[config.mk]
export PLATFORM = sky130hd
export DESIGN_NAME = switch_nport_fifo
export DESIGN_NICKNAME = d
export VERILOG_FILES = /design/src/rtl/switch_nport_fifo.sv
export SDC_FILE = /design/constraint.sdc
export NUM_CORES = 1
export LEC_CHECK = 0
export CAP_MARGIN = 15
export CORE_MARGIN = 3
export CORE_UTILIZATION = 42
export DETAILED_ROUTE_END_ITERATION = 16
export DONT_BUFFER_PORTS = 1
export HOLD_SLACK_MARGIN = 0.06
export PLACE_DENSITY = 0.61
export SLEW_MARGIN = 20
export SYNTH_ARGS = -nofsm -noshare
export SYNTH_HDL_FRONTEND = slang
export SYNTH_SLANG_ARGS = --single-unit
[constraint.sdc]
create_clock -name clk -period 12.8 [get_ports clk]
set_clock_uncertainty 0.15 [all_clocks]
set_input_delay 2.56 -clock clk [delete_from_list [all_inputs] [get_ports clk]]
set_output_delay 2.56 -clock clk [all_outputs]
set_load 0.1 [all_outputs]
[src/rtl/switch_nport_fifo.sv]
// switch_nport_fifo: 1xN byte-stream packet switch. Packets are routed on their first byte (DA)
// into per-port output FIFOs. Admission is decided for the whole packet when DA arrives. Stored
// length is capped at MAX_PKT. A small register file holds the port and broadcast addresses and
// the drop/truncation counters.
module switch_nport_fifo #(
    parameter int NUM_PORTS  = 4,
    parameter int DW         = 8,
    parameter int FIFO_DEPTH = 16,
    parameter int MAX_PKT    = 16,
    parameter int ADDR_W     = 8
) (
    input  logic                    clk,
    input  logic                    reset,
    input  logic                    data_status,
    input  logic [DW-1:0]           data,
    output logic [NUM_PORTS*DW-1:0] port_data,
    output logic [NUM_PORTS-1:0]    ready,
    input  logic [NUM_PORTS-1:0]    read,
    input  logic                    mem_en,
    input  logic                    mem_rd_wr,
    input  logic [ADDR_W-1:0]       mem_add,
    input  logic [DW-1:0]           mem_data,
    output logic [DW-1:0]           mem_rdata
);
    localparam int PTR_W = $clog2(FIFO_DEPTH);
    localparam int CNT_W = PTR_W + 1;
    localparam int BC_W  = $clog2(MAX_PKT + 1);

    typedef enum logic [1:0] {IDLE = 2'd0, FWD = 2'd1, DROP = 2'd2} state_t;

    state_t               state_q, state_d;
    logic                 ds_q, ds_d;
    logic [NUM_PORTS-1:0] tgt_q, tgt_d;
    logic [BC_W-1:0]      bcnt_q, bcnt_d;
    logic [DW-1:0]        drop_cnt_q, drop_cnt_d;
    logic [DW-1:0]        trunc_cnt_q, trunc_cnt_d;
    logic [DW-1:0]        port_addr_q [NUM_PORTS];
    logic [DW-1:0]        port_addr_d [NUM_PORTS];
    logic [DW-1:0]        bcast_addr_q, bcast_addr_d;
    logic [DW-1:0]        mem_rdata_q, mem_rdata_d;
    logic [PTR_W-1:0]     wr_ptr_q [NUM_PORTS];
    logic [PTR_W-1:0]     wr_ptr_d [NUM_PORTS];
    logic [PTR_W-1:0]     rd_ptr_q [NUM_PORTS];
    logic [PTR_W-1:0]     rd_ptr_d [NUM_PORTS];
    logic [CNT_W-1:0]     cnt_q [NUM_PORTS];
    logic [CNT_W-1:0]     cnt_d [NUM_PORTS];
    logic [DW-1:0]        pdata_q [NUM_PORTS];
    logic [DW-1:0]        pdata_d [NUM_PORTS];
    logic [DW-1:0]        fifo_mem [NUM_PORTS][FIFO_DEPTH];

    logic                 start;
    logic [NUM_PORTS-1:0] match;
    logic                 room_ok;
    logic                 accept;
    logic [NUM_PORTS-1:0] wr_en;
    logic [NUM_PORTS-1:0] push;
    logic [NUM_PORTS-1:0] pop;
    logic                 drop_inc;
    logic                 trunc_inc;

    // Packet-start detection and DA decode: which ports match and whether all of them have room
    always_comb begin
        start   = data_status & ~ds_q;
        ds_d    = data_status;
        match   = '0;
        room_ok = 1'b1;
        for (int i = 0; i < NUM_PORTS; i++) begin
            if (data == port_addr_q[i] || data == bcast_addr_q) match[i] = 1'b1;
            if (match[i] && (FIFO_DEPTH - int'(cnt_q[i])) < MAX_PKT) room_ok = 1'b0;
        end
        accept = (match != '0) && room_ok;
    end

    // Rx FSM state register; ds_q resets high so a packet already in flight is ignored
    always_ff @(posedge clk or negedge reset) begin
        if (!reset) begin
            state_q <= IDLE;
            ds_q    <= 1'b1;
        end else begin
            state_q <= state_d;
            ds_q    <= ds_d;
        end
    end

    // Rx FSM next state
    always_comb begin
        state_d = state_q;
        case (state_q)
            IDLE: begin
                if (start) begin
                    if (!accept || MAX_PKT == 1) state_d = DROP;
                    else                         state_d = FWD;
                end
            end
            FWD: begin
                if (!data_status)                        state_d = IDLE;
                else if (bcnt_q == BC_W'(MAX_PKT - 1))   state_d = DROP;
            end
            DROP: begin
                if (!data_status) state_d = IDLE;
            end
            default: state_d = IDLE;
        endcase
    end

    // Rx FSM outputs: FIFO write enables, latched target set, stored-byte count, counter events
    always_comb begin
        wr_en     = '0;
        tgt_d     = tgt_q;
        bcnt_d    = bcnt_q;
        drop_inc  = 1'b0;
        trunc_inc = 1'b0;
        case (state_q)
            IDLE: begin
                if (start) begin
                    if (!accept) begin
                        drop_inc = 1'b1;
                    end else begin
                        wr_en  = match;
                        tgt_d  = match;
                        bcnt_d = BC_W'(1);
                        if (MAX_PKT == 1) trunc_inc = 1'b1;
                    end
                end
            end
            FWD: begin
                if (data_status) begin
                    wr_en  = tgt_q;
                    bcnt_d = bcnt_q + BC_W'(1);
                    if (bcnt_q == BC_W'(MAX_PKT - 1)) trunc_inc = 1'b1;
                end
            end
            default: ;
        endcase
    end

    // Config register file: address writes, counter updates (clear beats increment), readback
    always_comb begin
        port_addr_d  = port_addr_q;
        bcast_addr_d = bcast_addr_q;
        drop_cnt_d   = drop_cnt_q;
        trunc_cnt_d  = trunc_cnt_q;
        mem_rdata_d  = mem_rdata_q;
        if (drop_inc && drop_cnt_q != '1)   drop_cnt_d  = drop_cnt_q + DW'(1);
        if (trunc_inc && trunc_cnt_q != '1) trunc_cnt_d = trunc_cnt_q + DW'(1);
        if (mem_en && mem_rd_wr) begin
            for (int i = 0; i < NUM_PORTS; i++) begin
                if (mem_add == ADDR_W'(i)) port_addr_d[i] = mem_data;
            end
            if (mem_add == ADDR_W'(NUM_PORTS))     bcast_addr_d = mem_data;
            if (mem_add == ADDR_W'(NUM_PORTS + 1)) drop_cnt_d   = '0;
            if (mem_add == ADDR_W'(NUM_PORTS + 2)) trunc_cnt_d  = '0;
        end
        if (mem_en && !mem_rd_wr) begin
            mem_rdata_d = '0;
            for (int i = 0; i < NUM_PORTS; i++) begin
                if (mem_add == ADDR_W'(i)) mem_rdata_d = port_addr_q[i];
            end
            if (mem_add == ADDR_W'(NUM_PORTS))     mem_rdata_d = bcast_addr_q;
            if (mem_add == ADDR_W'(NUM_PORTS + 1)) mem_rdata_d = drop_cnt_q;
            if (mem_add == ADDR_W'(NUM_PORTS + 2)) mem_rdata_d = trunc_cnt_q;
        end
    end

    // Per-port FIFO pointer/count bookkeeping and registered pop data
    always_comb begin
        for (int i = 0; i < NUM_PORTS; i++) begin
            pop[i]      = read[i] && (cnt_q[i] != '0);
            push[i]     = wr_en[i] && ((cnt_q[i] != CNT_W'(FIFO_DEPTH)) || pop[i]);
            wr_ptr_d[i] = wr_ptr_q[i] + PTR_W'(push[i]);
            rd_ptr_d[i] = rd_ptr_q[i] + PTR_W'(pop[i]);
            cnt_d[i]    = cnt_q[i] + CNT_W'(push[i]) - CNT_W'(pop[i]);
            pdata_d[i]  = pop[i] ? fifo_mem[i][rd_ptr_q[i]] : pdata_q[i];
        end
    end

    // Control, config and FIFO state registers
    always_ff @(posedge clk or negedge reset) begin
        if (!reset) begin
            tgt_q        <= '0;
            bcnt_q       <= '0;
            drop_cnt_q   <= '0;
            trunc_cnt_q  <= '0;
            bcast_addr_q <= '1;
            mem_rdata_q  <= '0;
            for (int i = 0; i < NUM_PORTS; i++) begin
                port_addr_q[i] <= DW'(i);
                wr_ptr_q[i]    <= '0;
                rd_ptr_q[i]    <= '0;
                cnt_q[i]       <= '0;
                pdata_q[i]     <= '0;
            end
        end else begin
            tgt_q        <= tgt_d;
            bcnt_q       <= bcnt_d;
            drop_cnt_q   <= drop_cnt_d;
            trunc_cnt_q  <= trunc_cnt_d;
            bcast_addr_q <= bcast_addr_d;
            mem_rdata_q  <= mem_rdata_d;
            for (int i = 0; i < NUM_PORTS; i++) begin
                port_addr_q[i] <= port_addr_d[i];
                wr_ptr_q[i]    <= wr_ptr_d[i];
                rd_ptr_q[i]    <= rd_ptr_d[i];
                cnt_q[i]       <= cnt_d[i];
                pdata_q[i]     <= pdata_d[i];
            end
        end
    end

    // FIFO storage; contents need no reset since the pointers define validity
    always_ff @(posedge clk) begin
        for (int i = 0; i < NUM_PORTS; i++) begin
            if (push[i]) fifo_mem[i][wr_ptr_q[i]] <= data;
        end
    end

    // Output mapping
    always_comb begin
        port_data = '0;
        ready     = '0;
        for (int i = 0; i < NUM_PORTS; i++) begin
            port_data[i*DW +: DW] = pdata_q[i];
            ready[i]              = (cnt_q[i] != '0);
        end
        mem_rdata = mem_rdata_q;
    end

endmodule

* Yosys cells after proc, flatten, opt, wreduce, memory -nomap -nowiden
Memories as Yosys holds them, arrays and structs flattened.
Cells that the tools add are included.
** Cells by class
- Multiplexer cells :: 69
- Reductions and logical operators :: 46
- Divide/modulo/power cells :: 0
- Multipliers :: 0
- Magnitude comparators :: 16
- Equality and inequality tests :: 25
- Shifts and indexed selects :: 0
- Add/subtract/negate cells :: 23
- Bitwise logic cells :: 10
** Operator list (number)
- $mux 128 :: 4
- $mux 8 :: 25
- $bmux 8 s4 :: 4
- $demux 8 s4 :: 4
- $eq 8x8->1 :: 5
- $ge 5x5->1 const B :: 8
- $not 4->5 :: 8
- $add 4x1->4 :: 8
- $eq 8x3->1 const B :: 3
- $lt 6x6->1 const B :: 4
- $sub 5x5->6 const A :: 4
- $logic_and 1x1->1 :: 21
- $add 5x1->5 :: 4
- $lt 5x1->1 const B :: 4
- $ne 5x5->1 const B :: 4
- $reduce_bool 5->1 :: 4
- $sub 5x1->5 :: 4
- $mux 1 :: 18
- $add 8x1->8 const B :: 2
- $eq 8x2->1 const B :: 2
- $ne 8x8->1 const B :: 2
- $mux 5 :: 3
- $mux 4 :: 3
- $mux 2 :: 5
- 21 further kinds :: 36
** Word-level totals
- Bits in writable memories :: 512
- Bits in registers :: 160
- Output and inout bits :: 44
- Memories kept :: 1
- Latch bits :: 0
- Logic and storage cells :: 218
- ROM bits :: 0
- Bits of input ports :: 33
** Memory list
- fifo_mem :: depth 4, width 128, read ports 4, clocked after memory_dff 0, wr ports 4, line 49 : logic [DW-1:0] fifo_mem [NUM_PORTS][FIFO_DEPTH];

* Depth between registers and ports, before layout
Gate-level depths: netlist of the first run.
- Depth in word-level cells :: 16
- Depth in mapped cells :: 19
- Depth with buffers taken out :: 18

* Worst setup path after synthesis of the first run
OpenSTA, ideal clock, no wires.
- Kind :: input to register
- Start :: input data[4]
- End :: register cnt_q[19] in the netlist's numbering
- Arrival :: 5.548 ns
- Setup slack :: 7.022 ns
- Setup time :: 0.080 ns
- Cell stages on the path :: 16
- Data required time :: 12.570 ns
- Buffers on the path :: 1
- Cell sequence :: buf_2 > xor2_1 > nor4_1 > and2_4 > a2111o_1 > nor3_2 > a32oi_2 > or2_2 > ha_1 > inv_1 > ha_1 > fa_1 > a21oi_1 > nor2_1 > nor2_1 > xnor2_1
** RTL lines
- start, declared :: line 15 : input logic [DW-1:0] data,
- end signal, assigned by index :: line 204 : cnt_q[i] <= cnt_d[i];
- end, declared :: line 45 : logic [CNT_W-1:0] cnt_q [NUM_PORTS];

==> summary.txt, run 1 <==
ANT cells -> 0
DRT iter0 DRCs -> 1117
final WL -> 60780 um
required time of the worst setup path -> 13.17 ns
leakage power -> 11.62 nW
unrepaired setup endpoints after global routing -> no
Yosys top cell area share -> 0.5421
Port Buffers -> 0
Initial Utilization -> 0.4276
clk root buf -> clkbuf_16
Tot Pwr -> 6.555 mW
EDFF count, synth -> 512
post-synth design cell area -> 28360 um2
fraction of synthesized area in multiplexers -> 0.1258
vias in the first global route -> 15870
PD cells -> 205.5 nW/um2
Synth Area in Adders -> 0.02841
HPWL after detailed placement -> 37170 um
ys async rst share -> 0.2381
Slew @ Worst Pin -> 1.051 ns
Avg Synthesized Cell Area -> 15.93 um2
# rows -> 94
clock buffer depth -> 3
Top FF cell, synth -> edfxtp_1
fin crit share -> 0.4468
drt wl/cell -> 22.25 um
largest family of logic cells by synthesized area -> multiplexers
Post-CTS Setup Repair Bufs -> 0
initial antenna violation count -> 1
Hold Fails Final Rpt -> 0
min-delay worst type -> flip-flop to flip-flop
worst setup margin -> 7.081 ns
commonest cells after routing, fill and taps aside -> edfxtp_1 (512), nand2_1 (154), dfrtp_1 (143)
io pins -> 77
Worst Path Class, Setup -> input port to flip-flop
Critical Path AT -> 6.08 ns
TritonCTS clock tree -> yes
largest net degree at the start of global routing -> 161
via/cell ratio -> 5.612
first-pass GRT wire length -> 95340 um
# Max-Cap Violations -> 0
Slew Limit Fails -> 0
Die X -> 265.9 um
sequential fraction of the synthesis area -> 0.6838
first-pass iteration count of the detailed router -> 6
die area -> 70680 um2
CTS Hold Bufs -> 0
status -> finished, final reports clean
top cells by area, synth -> edfxtp_1 (54%), dfrtp_1 (13%), mux4_2 (5.7%)
Final nets -> 1904
Gates resized, CTS repair -> 0
Total GRT Usage -> 0.1748
Final Critical Period -> 5.719 ns
pre-CTS setup slack -> 6.637 ns
TNS Setup -> 0 ns
area leader, netlist -> edfxtp_1
Post-Synth XOR/XNOR Area -> 0.02254
worst-skew pair later-pin latency -> 0.60 ns
Core ar. -> 66330 um2
share of cells above drive strength 1 -> 0.1708
Inserted Clock Buffers -> 73
DRC errors left -> 0
H-tree depth -> 3
register bit total from synthesis -> 672
simple-gate share of the synthesized area -> 0.06445
grt ovf -> 0
Worst Setup Start Kind -> input port
post-detailed-route count of antenna-violating nets -> 0
dpl cell area -> 29370 um2
die height -> 265.9 um
Fmax -> 0.1749 GHz
commonest non-fill, non-tap cell in the layout -> edfxtp_1
Worst setup EP type -> flip-flop
Syn. warnings -> 0
CP Max Fanout -> 69
syn nets -> 1875
Peak supply drop -> 0.1002 mV
Area Growth Syn to Fin -> 12.44%
library cells used by synthesis -> 61
worst relative slew slack -> 0.2941
Clock transition at path regs -> 0.06 ns
GP Congestion -> 0.7833
Final Cell Area -> 31890 um2
clock sink total -> 672
via count -> 15330
compound-gate portion of the synthesized area -> 0.05475
synthesized instance count -> 1780
setup violators final -> 0
## registers in the layout, summed over array words and instances, names as in the netlist, 16 cells and up
register     flops
fifo_mem       512
port_addr_q     32
port_data       32
cnt_q           20
rd_ptr_q        16
wr_ptr_q        16
## report_power, final
group          leakage (nW)  internal [mW]  switching [mW]
Combinational          3.80          0.617           0.759
Clock                  1.20           1.30           0.835
Sequential             6.62           2.47           0.574
## layer usage
layer  GRT usage  up-vias  wire length (um)
met5           0        -                 0
met4     0.05290        0              1318
met3     0.03389       80              3410
met2      0.2785      372             28530
met1      0.2455     7857             27510
li1            -     7022                 -
## worst max-delay path, stage by stage
cell and delay [ns]:
xor2_1 0.16, nor4_1 0.30, nand2_1 0.20, o21ai_0 0.28, nand4_1 0.28, a221o_1 0.71
ha_1 0.43, inv_1 0.04, ha_1 0.19, fa_1 0.40, a21oi_1 0.16, nor2_1 0.05
nor2_1 0.11, xnor2_1 0.14
## layout make-up
| type | count | area, um2 |
|---|---|---|
| fill | 5600 | 34440 |
| sequential | 672 | 19400 |
| multi-input combinational | 974 | 8478 |
| clock buffer | 98 | 2036 |
| tap | 864 | 1081 |
| clock inverter | 36 | 409.1 |
| timing repair buffer | 42 | 315.3 |
| inverter | 46 | 172.7 |
## metrics by stage
step           hold WS, ns  utilization  cells
2_1_floorplan       0.3128            -   1780
3_5_place_dp        0.3589       0.4428   2598
5_1_grt             0.3974       0.4808   2732
4_1_cts             0.3732       0.4796   2732
6_report            0.3640       0.4808   2732
3_3_place_gp        0.3369       0.4426   2598
## kinds of logic (layout without fill, tap and decap cells)
kind of cell	Yosys count	count (layout)
simple gates	375	375
mux	260	260
compound gates	204	204
xor+xnor	73	73
buf+inv	134	222
fa+ha+maj	62	62
flops	672	672
## worst paths after layout
check	start	endpoint	slack, ns	cells after the start
min in group asynchronous	reset	trunc_cnt_q[5]	1.53	0
worst max register to register	cnt_q[2]	cnt_q[4]	7.80	15
max in group asynchronous	reset	ds_q	10.73	0
worst min-delay path	bcnt_q[4]	bcnt_q[4]	0.36	2
worst min register to register	bcnt_q[4]	bcnt_q[4]	0.36	2
worst max-delay path	data[6]	cnt_q[4]	7.08	14
## cells in the mapped netlist, types with 5 or more instances
cell and count:
xnor2_1 40, nand4_1 10, mux4_2 72, a21oi_1 22, mux2_2 51, nand2b_1 23
dfstp_2 13, nand3b_1 7, clkbuf_1 48, dfrtp_1 147, nor3b_1 6, buf_4 5
ha_1 58, nor3_1 36, nor2_1 42, inv_1 46, or2_2 7, edfxtp_1 512
nor2b_1 7, xor2_1 33, o21ai_0 46, nand3_1 19, buf_1 13, nor4_1 40
o221ai_1 96, and3_1 6, mux2i_1 137, nand2_1 154, buf_2 18, o31ai_1 9
or4_1 5
Power figures use the tool's default switching activity.
==> run 2, diff against run 1 <==
- PLACE_DENSITY: 0.61 -> 0.64
- clock period: 12.8 -> 5.15 ns (I/O delays scaled with it)
==> summary.txt, run 2 (same netlist as run 1, synthesis figures left out) <==
critical-path cell list -> inv_1, ha_1, nor3b_1, ha_1, a21oi_1, nor3_1, a2111oi_4, nand4_1, a221o_1, ha_1, inv_1, ha_1, fa_1, a21oi_1, nor2_1, nor2_1, xnor2_1
clock sink total -> 672 (unchanged)
grt ovf -> 0 (unchanged)
worst-skew pair later-pin latency -> 0.62 ns (+0.02 ns)
share of power burned in registers -> 0.481 (+0.017)
Int Pwr -> 10.77 mW (+150%)
portion of total power attributed to combinational logic -> 0.201 (-0.009)
final WL -> 59760 um (-1.7%)
max reg flops -> 512 (unchanged)
setup violators final -> 0 (unchanged)
Worst Setup Start Kind -> flip-flop
min-delay worst type -> input port to async pin
Total GRT Usage -> 0.1720 (-0.002818)
Initial Utilization -> 0.4276 (unchanged)
TritonCTS clock tree -> yes
Final nets -> 1936 (+1.7%)
Slew Limit Fails -> 0 (unchanged)
Slew @ Worst Pin -> 1.015 ns (-0.03539 ns)
TNS Setup -> 0 ns (unchanged)
io pins -> 77 (unchanged)
post-detailed-route count of antenna-violating nets -> 0 (unchanged)
P_sw -> 5.343 mW (+150%)
unrepaired setup endpoints after global routing -> no
# rows -> 94 (unchanged)
Clk pwr share -> 0.319 (-0.007)
Hold Fails Final Rpt -> 0 (unchanged)
HPWL after detailed placement -> 36650 um (-1.4%)
drt wl/cell -> 21.64 um (-2.7%)
first-pass GRT wire length -> 93180 um (-2.3%)
Die X -> 265.9 um (unchanged)
hold_ws -> 0.1100 ns (-0.2540 ns)
Reg-to-Reg Start -> cnt_q[2]
required time of the worst setup path -> 5.53 ns (-7.64 ns)
CP Max Fanout -> 18 (-74%)
Reg-to-Reg End -> cnt_q[4]
share of cells above drive strength 1 -> 0.1776 (+0.006784)
# Max-Cap Violations -> 0 (unchanged)
clock buffer depth -> 3 (unchanged)
Tot Pwr -> 16.11 mW (+150%)
via count -> 15380 (+0.30%)
commonest non-fill, non-tap cell in the layout -> edfxtp_1
Gates resized, CTS repair -> 0 (unchanged)
clk root buf -> clkbuf_16
Port Buffers -> 0 (unchanged)
status -> finished, final reports clean
via/cell ratio -> 5.567 (-0.79%)
Worst setup EP type -> flip-flop
initial antenna violation count -> 0 (-1)
commonest cells after routing, fill and taps aside -> edfxtp_1 (512), nand2_1 (154), dfrtp_1 (143)
H-tree depth -> 3 (unchanged)
die area -> 70680 um2 (unchanged)
Fmax -> 0.2079 GHz
DRC errors left -> 0 (unchanged)
Crit path top cell by count -> ha_1
Area Growth Syn to Fin -> 12.86%
slowest CP cell -> a221o_1
Final Critical Period -> 4.810 ns
Switching Fraction -> 0.3316 (+0.0007919)
PD cells -> 503.4 nW/um2 (+140%)
worst relative slew slack -> 0.3231 (+0.02898)
register-to-register setup slack -> 0.34 ns (-7.46 ns)
vias in the first global route -> 15660 (-1.4%)
ANT cells -> 0 (unchanged)
final instance count without filler cells -> 2762 (+1.1%)
Clock transition at path regs -> 0.07 ns (about the same)
leakage power -> 11.75 nW (+1.2%)
first-pass iteration count of the detailed router -> 5 (-1)
reg2reg path depth -> 17 (+2)
Worst Path Class, Setup -> flip-flop to flip-flop
GP Congestion -> 0.8008 (+2.2%)
Largest stage delay, worst path -> 0.61 ns (-0.10 ns)
Core ar. -> 66330 um2 (unchanged)
die height -> 265.9 um (unchanged)
Critical Path AT -> 5.19 ns (-0.89 ns)
fin crit share -> 0.9339
DRT iter0 DRCs -> 1177 (+5.4%)
Inserted Clock Buffers -> 73 (unchanged)
Peak supply drop -> 0.3175 mV (+220%)
largest net degree at the start of global routing -> 148 (-8.1%)
Cells after DPL -> 2629 (+1.2%)
==> run 2: changes by cell type in the layout (fill, tap and decap cells not counted), moves of 2 or more <==
cell        change
bufinv_16       -4
nor3_1         +17
clkbuf_1        -2
nor3_2         -17
clkinvlp_4      +4
clkinv_1        -3
clkbuf_8        +4
buf_4          +31
==> run 2: routing by layer <==
metal | wire (um) | track usage | vias up
met5 | 0 | 0 | -
li1 | - | - | 7078
met4 | 1188 | 0.05276 | 0
met1 | 26630 | 0.2379 | 7852
met2 | 28750 | 0.2782 | 362
met3 | 3186 | 0.03278 | 85
==> run 2: per-stage QoR <==
step                        util  cell area [um2]  setup slack [ns]
after floorplan                -            28360            0.9016
after global placement    0.4461            29590            0.6250
after detailed placement  0.4461            29590            0.4538
after CTS                 0.4825            32010            0.3519
after global routing      0.4826            32010           0.01657
final                     0.4826            32010            0.3405
==> run 2: power by group through the flow <==
stage	combinational [mW]	sequential, mW	clock [mW]
final	3.23	7.74	5.14
after global routing	3.59	7.83	5.49
after detailed placement	3.23	7.87	0
after CTS	3.28	7.77	5.26
after floorplan	2.90	7.31	0
after global placement	3.15	7.86	0
==> run 2: what timing repair did <==
action	4_1_cts	5_1_grt
hold buffers	1	0
buffers inserted	0	0
endpoints found under the hold margin	147	0
setup endpoints to repair	0	0
==> run 2: layout make-up <==
| type | instances | area (um2) |
|---|---|---|
| clock buffer | 100 | 2083 |
| multi-input combinational | 974 | 8393 |
| sequential | 672 | 19400 |
| clock inverter | 32 | 302.8 |
| timing repair buffer | 74 | 575.6 |
| tap | 864 | 1081 |
| fill | 5574 | 34320 |
| inverter | 46 | 172.7 |
==> run 2: worst max path at each step <==
stage / from / end / slack (ns) / cells after the start
global placement: cnt_q[2] / cnt_q[4] / 0.63 / 17
CTS: cnt_q[2] / cnt_q[4] / 0.35 / 17
global route: cnt_q[2] / cnt_q[4] / 0.02 / 17
floorplan: data[4] / cnt_q[19] / 0.90 / 16
detailed placement: cnt_q[2] / cnt_q[4] / 0.45 / 17
finish: cnt_q[2] / cnt_q[4] / 0.34 / 17
==> run 2: critical path, delay by kind of cell (launching register included) <==
family	cells	cell delay (ns)
xor gates and xnor gates	1	0.13
and+or+nand+nor	5	0.90
buffers and inverters	2	0.15
DFF	1	0.39
adders and majority gates	5	1.48
AOI/OAI and AO/OA	4	1.53
